## src/rtl/mux_scan_collector.sv

```systemverilog
// -----------------------------------------------------------------------------
// mux_scan_collector
//
// Scan controller for a 16:1 bit multiplexer. It drives the mux select, steps
// it through every input index, samples the single-bit mux output once per
// index and packs the samples into a parallel word. The word is handed to a
// consumer over a valid/ready handshake. A scan is either single shot or
// repeats automatically after each accepted word.
//
// Parameters
//   N_IN   number of mux inputs scanned (= data_out width)
//   SEL_W  select width, 2**SEL_W must equal N_IN
//
// Ports
//   clk         system clock, rising edge
//   rst_n       asynchronous active-low reset
//   start       begin a scan (only honoured in IDLE)
//   cont_mode   1 = rescan after each accepted word, sampled at acceptance
//   abort       synchronous abort, overrides start and the handshake
//   mux_bit     mux output for the currently driven select
//   sel         registered select to the mux
//   busy        high while scanning or holding a word
//   data_out    assembled word, bit k sampled with sel == k
//   data_valid  word available
//   data_ready  consumer accepts the word
//   changed     with data_valid: data_out differs from the last accepted word
// -----------------------------------------------------------------------------
module mux_scan_collector #(
  parameter int N_IN  = 16,
  parameter int SEL_W = 4
) (
  input  logic             clk,
  input  logic             rst_n,
  input  logic             start,
  input  logic             cont_mode,
  input  logic             abort,
  input  logic             mux_bit,
  output logic [SEL_W-1:0] sel,
  output logic             busy,
  output logic [N_IN-1:0]  data_out,
  output logic             data_valid,
  input  logic             data_ready,
  output logic             changed
);

  typedef enum logic [1:0] {
    IDLE,
    SCAN,
    HOLD
  } state_t;

  localparam logic [SEL_W-1:0] SEL_LAST = SEL_W'(N_IN - 1);

  state_t            state;
  logic [N_IN-1:0]   capture;    // samples collected so far in this scan
  logic [N_IN-1:0]   prev_word;  // last word the consumer accepted
  logic [N_IN-1:0]   word_next;  // completed word on the final sample edge

  // The last sample never lands in capture; it is merged straight into the
  // delivered word so the word is ready right after the 16th sample edge.
  // NOTE: every signal assigned in always_comb gets a default first, otherwise
  // a path that skips the assignment infers a latch.
  always_comb begin
    word_next           = capture;
    word_next[N_IN-1]   = mux_bit;
  end

  // NOTE: sequential state uses non-blocking assignments so every register
  // sees the pre-edge values of the others, independent of statement order.
  always_ff @(posedge clk or negedge rst_n) begin
    if (!rst_n) begin
      state      <= IDLE;
      sel        <= '0;
      busy       <= 1'b0;
      data_out   <= '0;
      data_valid <= 1'b0;
      changed    <= 1'b0;
      capture    <= '0;
      prev_word  <= '0;
    end else if (abort) begin
      // Partial scan is dropped; data_out and prev_word keep their contents
      // so the change detector still compares against the last real word.
      state      <= IDLE;
      sel        <= '0;
      busy       <= 1'b0;
      data_valid <= 1'b0;
      capture    <= '0;
    end else begin
      unique case (state)
        IDLE: begin
          sel <= '0;
          if (start) begin
            state   <= SCAN;
            busy    <= 1'b1;
            capture <= '0;
          end
        end

        SCAN: begin
          capture[sel] <= mux_bit;
          if (sel == SEL_LAST) begin
            data_out   <= word_next;
            changed    <= (word_next != prev_word);
            data_valid <= 1'b1;
            sel        <= '0;
            state      <= HOLD;
          end else begin
            sel <= sel + 1'b1;
          end
        end

        HOLD: begin
          sel <= '0;
          if (data_valid && data_ready) begin
            prev_word  <= data_out;
            data_valid <= 1'b0;
            if (cont_mode) begin
              // First sample of the next scan is taken on the following edge.
              state   <= SCAN;
              capture <= '0;
            end else begin
              state <= IDLE;
              busy  <= 1'b0;
            end
          end
        end

        default: begin
          state <= IDLE;
          sel   <= '0;
          busy  <= 1'b0;
        end
      endcase
    end
  end

endmodule

```

## config.mk

```make
export PLATFORM = sky130hd
export DESIGN_NAME = mux_scan_collector
export DESIGN_NICKNAME = d
export VERILOG_FILES = /design/src/rtl/mux_scan_collector.sv
export SDC_FILE = /design/constraint.sdc
export NUM_CORES = 1
export LEC_CHECK = 0
export CAP_MARGIN = 5
export CORE_UTILIZATION = 40
export DETAILED_ROUTE_END_ITERATION = 6
export DONT_BUFFER_PORTS = 1
export HOLD_SLACK_MARGIN = 0.1
export MAX_ROUTING_LAYER = met4
export SYNTH_ARGS = -nofsm -noshare
export SYNTH_HDL_FRONTEND = slang
export SYNTH_SLANG_ARGS = --single-unit
```

## constraint.sdc

```tcl
create_clock -name clk -period 5.1 [get_ports clk]
set_input_delay 0.255 -clock clk [delete_from_list [all_inputs] [get_ports clk]]
set_output_delay 0.255 -clock clk [all_outputs]
set_load 0.01 [all_outputs]
```

After elaboration in Yosys (flattened, before gate mapping). Cells that the tools add are included.

Output and inout port bits: 23. Word-level logic and storage cells: 59. Register bits: 57. Latch bits: 0. ROM bits: 0. Input port bits: 7. RAM bits: 0. Memories: 0.

Reductions and logical operators: 11. Equal/unequal tests: 10. Bitwise logic cells: 1. $lt $le $gt $ge: 2. Multiplexer cells: 26. Div/mod/pow operators: 0. Add/subtract/negate cells: 1. Multiply operators: 0. Shift-type cells: 0.

Operators by type and width (number): 16-bit two-way mux (4); 16-bit case mux with 3 select lines (1); 16-bit bitwise mux (1); 16-bit inequality test (1); 3-bit inequality test, second input constant (5); 4-bit two-way mux (3); 3-bit AND reduction (4); 1-bit two-way mux (9); 2-bit two-way mux (4); 4-bit AND reduction (2); 2-bit case mux with 3 select lines (1); 4-bit by 5-bit less-than comparator with 1-bit output, second input constant (1); 4-bit by 1-bit adder with 4-bit output, second input constant (1); 1-bit demux with 4-bit select (1); 4-bit == test, second input constant (1); 4-bit by 1-bit greater-or-equal comparator with 1-bit output, second input constant (1); 4-bit nonzero test (1); 1-bit case mux with 3 select lines (1); 3-bit nonzero test (1); 2-bit by 1-bit == test with 1-bit output, second input constant (1); 2-bit == test, second input constant (1); 1-bit logical AND (2); 2-bit zero test (1); 2-bit inequality test, second input constant (1); other kinds (2) (2).

Depth between registers and ports, before layout.
Word-level depth: 7. Gate-level depth with buffers: 7. Mapped depth without buffers: 6.

Least setup slack after synthesis. OpenSTA, ideal clock, no wires.

Path type: reg-to-reg. Start point: register sel[0]. End point: register data_out[0]. Path buffers: 2. Library setup time: 0.125 ns. Period minus slack after synthesis: 1.810 ns. Arrival: 1.685 ns. Path slack: 3.290 ns. Stages on the path, launching flop included: 7. Required time: 4.975 ns. Cell sequence: dfrtp_1 > ha_1 > clkbuf_1 > nand3_1 > nor2_8 > buf_12 > mux2_4.

Longest elaborated chain between the ends: 2.

Ends and longest elaborated chain: start: declaration (line 38) `output logic [SEL_W-1:0] sel,`; start signal: assignment (line 108) `sel <= sel + 1'b1;`; 4-bit == test (line 101) `if (sel == SEL_LAST) begin`; 3-bit AND reduction (no source line); end signal: assignment (line 102) `data_out <= word_next;`; end: declaration (line 40) `output logic [N_IN-1:0] data_out,`.

Every way passes these cells. A chain may end at the register's enable or synchronous reset.

Worst setup path in the final report.
Start point: register state[1]. End point: register data_out[10].

Longest elaborated chain between the ends: 2.

Ends and longest elaborated chain: start: declaration (line 54) `state_t state;`; start signal: assignment (line 72) `state <= IDLE;`; start signal: assignment (line 83) `state <= IDLE;`; start signal: assignment (line 93) `state <= SCAN;`; 2-bit by 1-bit == test with 1-bit output (line 89) `unique case (state)`; 3-bit AND reduction (no source line).

Every way passes these cells.

==> impl_metrics.csv <==
group,metric,value,unit
critical_path,critPathMaxFanout,18,
timing,worst_pin_slew,0.8615,ns
floorplanning,rows,29,
cells_and_area,final_layout_size_suffix_gt1_frac,0.1991,
clocking,worstSkewPairLatency,0.30,ns
clocking,cts_buffer_depth,2,
route,avgRoutedWirePerCell,17.38,microns
critical_path,endpoint_kind,"flop",
clocking,h-tree-depth,2,
floorplanning,ios,30,
synth,ys_warn_count,0,
worst_hold_path,hp-class,"input port to flop",
floorplanning,core-area,6422,sq um
route,routed_via_density,5.567,
timing,tns,0,ns
critical_path,critPathSlowestCell,"or3b_1",
timing,grt_setup_unrepaired,"false",
pwr,powerDensity,270.6,nW/um^2
synth,syn-cell-area,2694,sq um
clocking,cts_resized,0,
critical_path,cp-start-kind,"flop",
route,ant_nets,0,
cells_and_area,final_cell_mix,"56 x dfrtp_1, 26 x nand3_1, 24 x mux2_2",
cells_and_area,antenna_cells,0,
clocking,cts_tree,"yes",
job,drv_cap,0,
global_routing,antenna_found_initial,0,
cells_and_area,final_common_cell,"dfrtp_1",
synth,syn_nets,231,
placed_design,dp_hpwl,3545,microns
critical_path,crit_family,"simple AND/OR/NAND/NOR gates",
route,finalWirelength,5180,microns
clocking,cts_buffers,5,
timing,fmax,482.3,MHz
synth,synth_area_per_cell,12.24,sq um
critical_path,crit_chain,"or3b_1 > nor2_8 > mux2_2",
critical_path,critPathKind,"flop to flop",
floorplanning,start_util,0.4194,
pwr,peakVddDrop,0.1317,mV
synth,synth_seq_cells,56,
floorplanning,die_h,84.07,microns
global_routing,grt_usage,0.1600,
global_routing,grt_pass1_wl,8569,microns
synth,synth.yosys.seq_area_share,0.5202,
clocking,cts.sinks,56,
critical_path,path_buf_inv,0,
pwr,p_leak,1.370,nW
critical_path,cp.arrival,2.27,ns
synth,syn_inst,220,
route,drt_iter0_drc,41,
timing,hold_viol_final,0,
synth,synth.distinct_cells,32,
timing,fin_crit_sh,0.4065,
timing,slew_headroom,0.4257,
cells_and_area,final_core_util,0.4465,
outcome,violations,"DRC",
route,drt_pass1_iterations,6,
timing,fin_skew,0.006513,ns
placed_design,gp_congestion,0.7935,
global_routing,grt_overflow_total,0,
critical_path,max_stage_delay,0.64,ns
clocking,root_buffer,"clkbuf_8",
outcome,status,"complete, but fails checks",
timing,drv_slew,0,
route,vias,1659,
cells_and_area,area_delta_synth_final,6.456,%
timing,setup_viol,0,
clocking,clk_pin_slew,0.10,ns
timing,period_needed,2.073,ns
route,drc,2,
cells_and_area,finalNetCount,231,
critical_path,cp.required,5.29,ns
placed_design,buffer_ports.inserted,0,
floorplanning,die_x,84.07,microns
global_routing,grt_pass1_vias,1659,
global_routing,grt_max_degree,57,
floorplanning,dieArea,7067,sq um
==> where the power goes <==
| group | switching [mW] | internal [mW] |
|---|---|---|
| combinational | 0.0405 | 0.0263 |
| clock | 0.142 | 0.111 |
| sequential | 0.00753 | 0.448 |
==> state kept, by name, summed over array words and instances, names as in the netlist <==
name,flops
data_out,16
prev_word,16
capture,15
data_valid,1
sel,4
busy,1
changed,1
state,2
==> what timing repair did <==
item                                    4_1_cts  5_1_grt
hold endpoints to repair                     59        0
buffers inserted                              0        0
endpoints found under the setup margin        0        0
hold buffers                                  4        0
==> final timing paths <==
check                                         start                  endpoint  slack, ns  depth (start not counted)
setup reg to reg               state[1]$_DFFE_PN0P_  data_out[10]$_DFFE_PN0P_       3.03                          3
max in group asynchronous                     rst_n          sel[0]$_DFF_PN0_       4.39                          2
hold / removal                                start          busy$_DFFE_PN0P_       0.15                          2
hold reg to reg            prev_word[5]$_DFFE_PN0P_  prev_word[5]$_DFFE_PN0P_       0.54                          1
min in group asynchronous                     rst_n   data_out[5]$_DFFE_PN0P_       0.48                          2
setup / recovery               state[1]$_DFFE_PN0P_  data_out[10]$_DFFE_PN0P_       3.03                          3
==> worst reg2reg max path: cells and delay by family, from the launching register on <==
kind             cells  cell delay (ns)
and+or+nand+nor      2             1.09
muxes                1             0.41
DFF                  1             0.48
==> area by class of cell <==
class	count	area, sq um
fill	576	3555
tap	77	96.34
sequential	56	1401
timing repair buffer	4	57.56
multi-input combinational	150	1205
clock inverter	2	13.76
clock buffer	6	82.58
inverter	3	11.26
==> stage by stage <==
step	instances	total power, mW	worst slack (ns)	cell area [sq um]	hold slack [ns]
after global placement	286	0.5184	3.077	2714	-0.03871
after CTS	298	0.7899	3.013	2868	0.1412
after detailed placement	286	0.5191	3.025	2714	-0.03915
final	298	0.7761	3.027	2868	0.1530
after floorplan	220	0.5093	3.290	2694	-0.04059
after global routing	298	0.8184	2.951	2868	0.1801
==> cell families (layout without fill, tap and decap cells) <==
| kind of cell | count (synthesis) | count (layout) | synth area share |
|---|---|---|---|
| simple gates | 59 | 59 | 0.1217 |
| buf+inv | 14 | 15 | 0.03251 |
| compound gates | 37 | 37 | 0.1036 |
| mux | 32 | 32 | 0.1449 |
| fa+ha+maj | 4 | 4 | 0.01858 |
| flops | 56 | 56 | 0.5202 |
| xor+xnor | 18 | 18 | 0.05852 |
==> per-layer routing <==
metal	routed length [microns]	GRT usage	part of all wire
met1	2661	0.2258	0.51
met2	2367	0.2355	0.46
met3	151	0.03759	0.029
met4	0	0.03292	0
met5	0	-	0
==> cell usage after synthesis <==
cell type	number	area share
inv_1	3	0.0042
a21oi_1	6	0.011
xor2_1	1	0.0033
nand4_1	4	0.0093
nor2_8	1	0.0074
nand3_1	26	0.048
mux2_2	24	0.10
and2_1	1	0.0023
buf_2	3	0.0056
buf_12	1	0.0074
a21boi_0	1	0.0028
nor2_1	8	0.011
clkbuf_1	5	0.0070
nor2b_1	2	0.0046
o21ai_0	1	0.0019
nand2_1	5	0.0070
nor4_1	1	0.0023
nand3b_1	1	0.0028
or2_2	1	0.0023
xnor2_1	17	0.055
a21o_1	12	0.033
ha_1	4	0.019
a2bb2oi_1	1	0.0033
o2bb2ai_1	15	0.049
mux2_4	8	0.045
and3_1	1	0.0023
o22ai_1	1	0.0023
nor3b_2	1	0.0046
buf_6	2	0.0084
nand2b_1	6	0.014
or3b_1	1	0.0033
dfrtp_1	56	0.52
No activity file was read; power rests on OpenSTA's default activity.
